**src/rtl/ring_johnson_monitor.sv**
```systemverilog
// ring_johnson_monitor
// Checks a ring counter and a Johnson counter that share clk/rst. Each code is
// decoded to a phase index, each step is compared against the legal successor
// of the previous sample, and the results are reported as lock status,
// per-cycle error pulses, a sticky flag and a saturating error count.
// Every output is registered and reflects the sample taken at the previous edge.
module ring_johnson_monitor #(
    parameter int N           = 2,
    parameter int LOCK_CYC    = 4,
    parameter int CNT_W       = 8,
    parameter int CHECK_START = 1
) (
    input  logic                    clk,
    input  logic                    rst,
    input  logic [N-1:0]            doutr,
    input  logic [N-1:0]            doutj,
    input  logic                    clr_err,
    output logic [$clog2(N)-1:0]    ring_phase,
    output logic [$clog2(2*N)-1:0]  john_phase,
    output logic                    locked,
    output logic                    ring_err,
    output logic                    john_err,
    output logic                    start_err,
    output logic                    err_sticky,
    output logic [CNT_W-1:0]        err_count
);

    localparam int RP_W = $clog2(N);
    localparam int JP_W = $clog2(2 * N);
    localparam int GC_W = $clog2(LOCK_CYC + 1);

    localparam logic [N-1:0]    ONE_N     = N'(1);
    localparam logic [N-1:0]    RING_INIT = N'(1);
    localparam logic [N-1:0]    JOHN_INIT = '0;
    localparam logic [GC_W-1:0] GC_ONE    = GC_W'(1);
    localparam logic [GC_W-1:0] GC_LOCK   = GC_W'(LOCK_CYC);
    localparam logic [CNT_W-1:0] CNT_ONE  = CNT_W'(1);

    typedef enum logic [1:0] {
        ACQ    = 2'd0,
        TRACK  = 2'd1,
        LOCKED = 2'd2
    } state_t;

    // Legal successor of a ring code: rotate left, MSB wraps into LSB.
    function automatic logic [N-1:0] ring_next(input logic [N-1:0] r);
        return {r[N-2:0], r[N-1]};
    endfunction

    // Legal successor of a Johnson code: shift left, inverted MSB into LSB.
    function automatic logic [N-1:0] john_next(input logic [N-1:0] j);
        return {j[N-2:0], ~j[N-1]};
    endfunction

    function automatic int unsigned popcnt(input logic [N-1:0] v);
        int unsigned c;
        c = 0;
        for (int i = 0; i < N; i++) begin
            if (v[i]) c++;
        end
        return c;
    endfunction

    function automatic logic ring_legal(input logic [N-1:0] r);
        return popcnt(r) == 1;
    endfunction

    // Johnson codes are exactly the thermometer patterns 0..01..1 and 1..10..0;
    // x & (x+1) == 0 detects the first form, applied to ~x it detects the second.
    function automatic logic john_legal(input logic [N-1:0] j);
        logic [N-1:0] inv;
        inv = ~j;
        return ((j & (j + ONE_N)) == '0) || ((inv & (inv + ONE_N)) == '0);
    endfunction

    function automatic logic [RP_W-1:0] ring_idx(input logic [N-1:0] r);
        logic [RP_W-1:0] idx;
        idx = '0;
        for (int i = 0; i < N; i++) begin
            if (r[i]) idx = RP_W'(i);
        end
        return idx;
    endfunction

    // Ones fill from the LSB during the first half period, then drain.
    function automatic logic [JP_W-1:0] john_idx(input logic [N-1:0] j);
        int unsigned pc;
        pc = popcnt(j);
        if (j[N-1]) return JP_W'(2 * N - pc);
        return JP_W'(pc);
    endfunction

    // Counter increment that sticks at all-ones.
    function automatic logic [CNT_W-1:0] sat_inc(input logic [CNT_W-1:0] c);
        if (c == '1) return c;
        return c + CNT_ONE;
    endfunction

    state_t          state, state_nxt;
    logic [GC_W-1:0] good_cnt, good_cnt_nxt, good_cnt_inc;
    logic            prev_vld, prev_vld_nxt;
    logic [N-1:0]    prev_r, prev_r_nxt;
    logic [N-1:0]    prev_j, prev_j_nxt;
    logic            first_flag, first_nxt;

    logic            r_legal, j_legal;
    logic            r_match, j_match;
    logic            ring_err_nxt, john_err_nxt, start_err_nxt;
    logic            any_err;
    logic [RP_W-1:0] ring_phase_nxt;
    logic [JP_W-1:0] john_phase_nxt;

    assign r_legal      = ring_legal(doutr);
    assign j_legal      = john_legal(doutj);
    assign r_match      = prev_vld && (doutr == ring_next(prev_r));
    assign j_match      = prev_vld && (doutj == john_next(prev_j));
    assign good_cnt_inc = good_cnt + GC_ONE;
    assign any_err      = ring_err_nxt | john_err_nxt | start_err_nxt;

    // Phase decode of the current sample; illegal codes decode to phase 0.
    always_comb begin
        ring_phase_nxt = '0;
        john_phase_nxt = '0;
        if (r_legal) ring_phase_nxt = ring_idx(doutr);
        if (j_legal) john_phase_nxt = john_idx(doutj);
    end

    // Next-state logic: acquire a legal seed, track successors, hold lock.
    always_comb begin
        state_nxt     = state;
        good_cnt_nxt  = good_cnt;
        prev_vld_nxt  = prev_vld;
        prev_r_nxt    = prev_r;
        prev_j_nxt    = prev_j;
        first_nxt     = first_flag;
        ring_err_nxt  = 1'b0;
        john_err_nxt  = 1'b0;
        start_err_nxt = 1'b0;

        case (state)
            ACQ: begin
                first_nxt = 1'b0;
                if ((CHECK_START != 0) && first_flag &&
                    !((doutr == RING_INIT) && (doutj == JOHN_INIT))) begin
                    start_err_nxt = 1'b1;
                end
                if (r_legal && j_legal) begin
                    prev_r_nxt   = doutr;
                    prev_j_nxt   = doutj;
                    prev_vld_nxt = 1'b1;
                    good_cnt_nxt = '0;
                    state_nxt    = TRACK;
                end else begin
                    ring_err_nxt = !r_legal;
                    john_err_nxt = !j_legal;
                end
            end

            TRACK, LOCKED: begin
                if (r_match && j_match) begin
                    prev_r_nxt = doutr;
                    prev_j_nxt = doutj;
                    if (state == TRACK) begin
                        good_cnt_nxt = good_cnt_inc;
                        if (good_cnt_inc == GC_LOCK) state_nxt = LOCKED;
                    end
                end else begin
                    ring_err_nxt = !r_match;
                    john_err_nxt = !j_match;
                    if (r_legal && j_legal) begin
                        // Both codes are usable: restart tracking from here.
                        prev_r_nxt   = doutr;
                        prev_j_nxt   = doutj;
                        good_cnt_nxt = '0;
                        state_nxt    = TRACK;
                    end else begin
                        prev_vld_nxt = 1'b0;
                        good_cnt_nxt = '0;
                        state_nxt    = ACQ;
                    end
                end
            end

            default: begin
                prev_vld_nxt = 1'b0;
                good_cnt_nxt = '0;
                state_nxt    = ACQ;
            end
        endcase
    end

    // FSM control registers.
    always_ff @(posedge clk) begin
        if (rst) begin
            state      <= ACQ;
            good_cnt   <= '0;
            prev_vld   <= 1'b0;
            first_flag <= 1'b1;
        end else begin
            state      <= state_nxt;
            good_cnt   <= good_cnt_nxt;
            prev_vld   <= prev_vld_nxt;
            first_flag <= first_nxt;
        end
    end

    // Previous-sample data; meaningful only while prev_vld is set.
    always_ff @(posedge clk) begin
        prev_r <= prev_r_nxt;
        prev_j <= prev_j_nxt;
    end

    // Registered phases, lock flag and error pulses.
    always_ff @(posedge clk) begin
        if (rst) begin
            ring_phase <= '0;
            john_phase <= '0;
            locked     <= 1'b0;
            ring_err   <= 1'b0;
            john_err   <= 1'b0;
            start_err  <= 1'b0;
        end else begin
            ring_phase <= ring_phase_nxt;
            john_phase <= john_phase_nxt;
            locked     <= (state_nxt == LOCKED);
            ring_err   <= ring_err_nxt;
            john_err   <= john_err_nxt;
            start_err  <= start_err_nxt;
        end
    end

    // Sticky flag and per-cycle saturating count; a same-cycle error beats clr_err.
    always_ff @(posedge clk) begin
        if (rst) begin
            err_sticky <= 1'b0;
            err_count  <= '0;
        end else if (clr_err) begin
            err_sticky <= any_err;
            err_count  <= any_err ? CNT_ONE : '0;
        end else begin
            err_sticky <= err_sticky | any_err;
            if (any_err) err_count <= sat_inc(err_count);
        end
    end

endmodule
```
**config.mk**
```make
export PLATFORM = sky130hd
export DESIGN_NAME = ring_johnson_monitor
export DESIGN_NICKNAME = d
export VERILOG_FILES = /design/src/rtl/ring_johnson_monitor.sv
export SDC_FILE = /design/constraint.sdc
export NUM_CORES = 1
export LEC_CHECK = 0
export CORE_MARGIN = 2
export CORE_UTILIZATION = 45
export DETAILED_ROUTE_END_ITERATION = 6
export PLACE_DENSITY = 0.83
export SLEW_MARGIN = 15
export SYNTH_ARGS = -nofsm -noshare
export SYNTH_HDL_FRONTEND = slang
export SYNTH_SLANG_ARGS = --single-unit
```
**constraint.sdc**
```tcl
create_clock -name clk -period 1.7 [get_ports clk]
set_clock_uncertainty 0.05 [all_clocks]
set_input_delay 0.17 -clock clk [delete_from_list [all_inputs] [get_ports clk]]
set_output_delay 0.17 -clock clk [all_outputs]
set_load 0.05 [all_outputs]
```
==> run summary, run 1 <==
Finish-stage setup viols - 16
Final Instance Area - 0.00214 mm^2
Cell taking the most area after synthesis - dfxtp_1
Synth Instances - 151
Pwr Density - 742 mW/mm^2
Number of antenna violations at the first check in global routing - 0
Sequential share of the synthesized area - 0.414
Number of synthesized flops with an enable pin - 4
Drt via density - 5.61
Slew Limit Headroom - 0.661
Final Util - 0.713
Wirelength per Cell - 14.6 um
TritonRoute pass-1 iters - 4
Layout-stage area growth over the synthesis result - 52.7%
Clk_lat worst skew - 0.33 ns
Post-synth ARST share - 0
Clock-pin slew on the worst setup and hold paths - 0.15 ns
Count leader, synth - dfxtp_1
CTS root buf - clkbuf_4
Cts-stage hold buffer count - 0
Max-slew violations - 0
Core ar. - 0.00300 mm^2
Leak pwr - 1.06 nW
F_max - 527 MHz
Critical path class - reg2reg
Die width - 59.8 um
Worst path required time - 1.92 ns
# port buffers - 22
Hold path cells - 5
Worst IR drop on VDD - 0.000362 V
Synth cell count leaders - 23 x dfxtp_1, 13 x nand2_1, 11 x ha_1, 10 x nor2_1, 9 x inv_1
Crit start category - flop
Net Count, Synth - 169
Most used DFF post-synth - dfxtp_1
Total global-route track usage - 0.215
Nets - 232
CTS tree - yes
Antenna Cells - 0
Initial drt markers - 66
Distinct cells, synth - 39
Min-delay worst type - in2reg
H-tree depth - 1
Fin. Hold Viols - 0
Placed standard-cell area - 0.00195 mm^2
Total number of yosys warnings - 0
Max FO, Critical Path - 4
Number of global-route vias before repair - 1425
Die area - 0.00358 mm^2
Synth top area share - 0.328
Layout cell share with drive strength beyond 1 - 0.418
Worst reg2reg path depth - 6
Syn Std Cell Area - 0.00140 mm^2
RD Place Congestion - 0.903
Status - complete, but fails checks
Worst Tran Pin Value - 0.507 ns
Die Ht - 59.8 um
First-pass GRT wire length - 5950 um
CTS buffer count - 3
Period utilization - 1.12
Clk sinks - 27
Failing checks - negative setup slack
Dominant cells by area after synthesis - dfxtp_1 33%, ha_1 9.8%, edfxtp_1 8.6%, nand2_1 3.5%, mux2i_1 2.9%
Syn avg cell area - 9.29 um^2
Grt total ovfl - 0
# DRC - 0
Worst Setup End Kind - flop
Setup ws final - -0.199 ns
Top-Level Pins - 23
Max Cap Viol - 0
Worst-case clock buffer depth - 2
Seq cells post-synth - 27
Final WL - 3590 um
Post-DP HPWL - 2840 um
Largest net degree at the start of global routing - 15
Routed vias - 1380
Fin crit period - 1.90 ns
Rows - 20
Arrival time worst endpoint - 2.12 ns
RSZ-0062 raised after global routing - yes
Antenna-violating nets left - 0
Total negative slack - -1.31 ns
Initial Util - 0.467
state kept, by name (all words and copies together) (netlist names):
name	cells
first_flag	1
locked	1
john_err	1
state	2
good_cnt	3
john_phase	2
err_sticky	1
prev_vld	1
prev_r	2
err_count	8
start_err	1
ring_err	1
prev_j	2
ring_phase	1
where the power goes:
part	internal, mW	switching [mW]
sequential	0.700	0.0393
combinational	0.272	0.292
clock	0.0921	0.195
final timing paths:
path	from	to	slack, ns
setup reg to reg	prev_r[1]	state[0]	-0.20
hold / removal	doutr[1]	ring_phase	0.39
hold reg to reg	first_flag	first_flag	0.43
setup / recovery	prev_r[1]	state[0]	-0.20
layout make-up:
type	count	area (um^2)
sequential	27	589
multi-input combinational	112	925
timing repair buffer	61	514
inverter	9	46.3
clock buffer	4	26.3
tap	33	41.3
fill	229	861
layer usage:
metal  wire length (um)  share of wire  up-vias  track usage
li1                   -              -      669            -
met1               1350           0.38      667        0.223
met2               2040           0.57       40        0.433
met3                157          0.044        4       0.0281
met4                 40          0.011        0       0.0698
met5                  0              0        -            0
critical path: stages, from the launching register on:
cell      delay (ns)
edfxtp_1        0.46
xnor2_2         0.17
nand3_2         0.16
or4_1           0.54
o21a_1          0.13
o21ai_2         0.14
nor3b_2         0.18
per-stage QoR:
stage / hold slack (ns) / cells / worst slack, ns / power (mW)
after floorplan: 0.239 / 151 / -0.0559 / 1.03
final: 0.389 / 246 / -0.199 / 1.59
after CTS: 0.374 / 243 / -0.178 / 1.56
after global routing: 0.392 / 246 / -0.293 / 1.66
after detailed placement: 0.403 / 236 / -0.726 / 1.24
after global placement: 0.390 / 236 / -0.623 / 1.22
placed cells by master, fill, tap and decap left out, drive strengths merged, types with 2 or more instances in the layout:
cell and count:
nand3 8, nor3 7, inv 9, edfxtp 4
o41ai 2, and2 2, a21oi 7, o21ai 8
and3 2, buf 48, ha 11, a22oi 3
nor2 10, dlymetal6s2s 7, xnor2 4, dlygate4sd2 4
o21a 2, mux2i 4, nand3b 2, dfxtp 23
clkbuf 4, o211ai 4, or3 6, a21o 3
clkdlybuf4s50 2, nand2 14, o31ai 2, xor2 2
logic make-up after synthesis:
| kind of cell | after synthesis | synth area share |
|---|---|---|
| AOI/OAI and AO/OA | 34 | 0.173 |
| xor gates and xnor gates | 6 | 0.0375 |
| adders and majority gates | 11 | 0.0981 |
| buffers and inverters | 12 | 0.0321 |
| DFF | 27 | 0.414 |
| muxes | 5 | 0.0366 |
| and+or+nand+nor | 56 | 0.209 |
repair_timing:
item | in CTS | in global routing
gates resized for setup | 13 | 17
endpoints found under the setup margin | 18 | 26
buffers inserted | 3 | 3
pin swaps | 2 | 3
cloned | 0 | 0
(Power assumes the default switching activity.)
==> run 2, diff against run 1 <==
--- a/config.mk
+++ b/config.mk
@@ -5,10 +5,13 @@
 export SDC_FILE = /design/constraint.sdc
 export NUM_CORES = 1
 export LEC_CHECK = 0
+export ABC_CLOCK_PERIOD_IN_PS = 1700
+export CELL_PAD_IN_SITES_DETAIL_PLACEMENT = 1
+export CELL_PAD_IN_SITES_GLOBAL_PLACEMENT = 2
 export CORE_MARGIN = 2
-export CORE_UTILIZATION = 45
+export CORE_UTILIZATION = 29
 export DETAILED_ROUTE_END_ITERATION = 6
-export PLACE_DENSITY = 0.83
+export PLACE_DENSITY = 0.85
 export SLEW_MARGIN = 15
 export SYNTH_ARGS = -nofsm -noshare
 export SYNTH_HDL_FRONTEND = slang
==> run 2 against run 1 <==
Compared with the run above:
- the run still ends with negative setup slack left
- maximum frequency up 0.38%
- clock power is 32% higher
- largest power group unchanged
- register-to-register slack about the same
- cell count up 8.1%
- highest routed layer unchanged
- sequential share of layout area rose by 0.15 points
- utilization is 26 points lower
- die area up 51%
- non-clock buffer count shrank 1
==> run summary, run 2 (synthesized netlist as in run 1, its figures left out) <==
Crit start category - flop (unchanged)
Start point of the critical path - prev_r[0] (was prev_r[1])
Antenna-violating nets left - 0 (unchanged)
Most frequent cells in the layout - 45 x buf_4, 17 x dfxtp_1, 13 x nand2_1 (was 45 x buf_4, 16 x dfxtp_1, 13 x nand2_1)
Total global-route track usage - 0.158 (was 0.215)
Top-Level Pins - 23 (unchanged)
Worst Setup End Kind - flop (unchanged)
Final hold slack - 0.424 ns (was 0.389 ns)
P_sw - 0.539 mW (was 0.525 mW)
Crit-path max cell delay - 0.44 ns (was 0.54 ns)
Antenna Cells - 0 (unchanged)
Worst Tran Pin Value - 0.497 ns (was 0.507 ns)
Worst reg2reg path depth - 8 (was 6)
Cts-stage hold buffer count - 0 (unchanged)
Setup ws final - -0.192 ns (was -0.199 ns)
Grt total ovfl - 0 (unchanged)
Fin crit period - 1.89 ns (was 1.90 ns)
Largest net degree at the start of global routing - 15 (unchanged)
Clk sinks - 27 (unchanged)
Placed Cells - 259 (was 236)
Pwr Density - 782 mW/mm^2 (was 742 mW/mm^2)
Max stage delay cell, worst path - edfxtp_1 (was or4_1)
Max reg flops - 8 (unchanged)
Min-delay worst type - reg2reg (was in2reg)
CTS tree - yes (unchanged)
R2r setup slk - -0.19 ns (was -0.20 ns)
H-tree depth - 1 (unchanged)
Max Cap Viol - 0 (unchanged)
Total negative slack - -2.22 ns (was -1.31 ns)
Most flop-heavy register - err_count (unchanged)
Max-slew violations - 0 (unchanged)
Status - complete, but fails checks (unchanged)
# DRC - 0 (unchanged)
First-pass GRT wire length - 6710 um (was 5950 um)
F_max - 529 MHz (was 527 MHz)
Final WL - 4120 um (was 3590 um)
Worst-case clock buffer depth - 2 (unchanged)
Hold path endpoint - first_flag (was ring_phase)
RD Place Congestion - 0.811 (was 0.903)
Finish-stage setup viols - 18 (was 16)
Slew Limit Headroom - 0.667 (was 0.661)
Worst r2r src - prev_r[0] (was prev_r[1])
Switching Share - 0.325 (was 0.331)
HP Start - first_flag (was doutr[1])
Routed vias - 1364 (was 1380)
Post-DP HPWL - 3020 um (was 2840 um)
Worst IR drop on VDD - 0.000327 V (was 0.000362 V)
Layout-stage area growth over the synthesis result - 51.6% (was 52.7%)
Clock power share - 0.229 (was 0.180)
CP cell instances - xnor2_2 > nand3_2 > buf_4 > buf_6 > o211ai_4 > a21o_4 > or3_4 > mux2i_1 (was xnor2_2 > nand3_2 > or4_1 > o21a_1 > o21ai_2 > nor3b_2)
Cell Count, Final, Fillers Out - 266 (was 246)
Comb pwr share - 0.327 (was 0.355)
Core ar. - 0.00469 mm^2 (was 0.00300 mm^2)
# port buffers - 22 (unchanged)
Number of global-route vias before repair - 1471 (was 1425)
CTS buffer count - 3 (unchanged)
Top Registers - err_count x8, good_cnt x3 (unchanged)
Number of antenna violations at the first check in global routing - 0 (unchanged)
Fin. Hold Viols - 0 (unchanged)
Leak pwr - 0.933 nW (was 1.06 nW)
Rows - 25 (was 20)
Commonest non-fill, non-tap cell in the layout - buf_4 (unchanged)
Drt via density - 5.13 (was 5.61)
Wirelength per Cell - 15.5 um (was 14.6 um)
Layout cell share with drive strength beyond 1 - 0.410 (was 0.418)
RR Endpoint - err_count[5] (was state[0])
Initial drt markers - 33 (was 66)
Worst path required time - 1.82 ns (was 1.92 ns)
Final Util - 0.453 (was 0.713)
Hold path cells - 1 (was 5)
Die width - 73.5 um (was 59.8 um)
CTS root buf - clkbuf_8 (was clkbuf_4)
Arrival time worst endpoint - 2.02 ns (was 2.12 ns)
TritonRoute pass-1 iters - 4 (unchanged)
Nets - 231 (was 232)
Die area - 0.00541 mm^2 (was 0.00358 mm^2)
Max FO, Critical Path - 4 (unchanged)
Clock-pin slew on the worst setup and hold paths - 0.10 ns (was 0.15 ns)
Final Instance Area - 0.00213 mm^2 (was 0.00214 mm^2)
RSZ-0062 raised after global routing - yes (unchanged)
Clk_lat worst skew - 0.28 ns (was 0.33 ns)
Flop pwr share - 0.444 (was 0.465)
Period utilization - 1.11 (was 1.12)
Initial Util - 0.299 (was 0.467)
Power Internal - 1.12 mW (was 1.06 mW)
Die Ht - 73.5 um (was 59.8 um)
Failing checks - negative setup slack (unchanged)
Placed standard-cell area - 0.00199 mm^2 (was 0.00195 mm^2)
Critical path class - reg2reg (unchanged)
==> run 2: worst max path at each step <==
stage	endpoint	depth (start not counted)
2_1_floorplan	err_count[5]	8
5_1_grt	locked	7
3_5_place_dp	err_count[7]	10
3_3_place_gp	err_count[5]	10
6_report	err_count[5]	8
4_1_cts	err_count[5]	8
==> run 2: timing repair <==
item                                    in CTS  in global routing
buffers inserted                             3                  0
resized for setup                           15                  4
pin swaps                                    9                  2
cloned                                       0                  0
endpoints found under the setup margin      19                 19
==> run 2: stage by stage <==
stage	total power [mW]	setup slack (ns)
after floorplan	1.03	-0.0559
after global placement	1.23	-0.629
after detailed placement	1.25	-0.705
after CTS	1.66	-0.210
after global routing	1.75	-0.300
final	1.66	-0.192
==> run 2: cell type report <==
| type | count | area, um^2 |
|---|---|---|
| Fill cell | 544 | 2570 |
| Multi-Input combinational cell | 112 | 891 |
| Sequential cell | 27 | 588 |
| Timing Repair Buffer | 60 | 488 |
| Tap cell | 54 | 67.6 |
| Inverter | 9 | 46.3 |
| Clock buffer | 4 | 45.0 |
==> run 2: power by group through the flow <==
stage / combinational, mW / sequential, mW / clock (mW)
6_report: 0.544 / 0.737 / 0.380
5_1_grt: 0.584 / 0.744 / 0.418
4_1_cts: 0.534 / 0.737 / 0.391
3_5_place_dp: 0.497 / 0.750 / 0
3_3_place_gp: 0.481 / 0.746 / 0
2_1_floorplan: 0.213 / 0.817 / 0
==> run 2: critical path: cells and delay by family (launching register included) <==
| kind | cells | cell delay [ns] |
|---|---|---|
| AND/OR/NAND/NOR | 2 | 0.46 |
| flip-flops | 1 | 0.44 |
| AO/OA/AOI/OAI | 2 | 0.31 |
| buffers and inverters | 2 | 0.23 |
| XOR/XNOR | 1 | 0.17 |
| multiplexers | 1 | 0.12 |
==> run 2: per-layer routing <==
metal,part of all wire,track usage,vias to the layer above
met3,0.042,0.0137,6
met4,0.011,0.0424,0
met2,0.54,0.301,33
li1,-,-,666
met1,0.40,0.186,659
met5,0,0,-
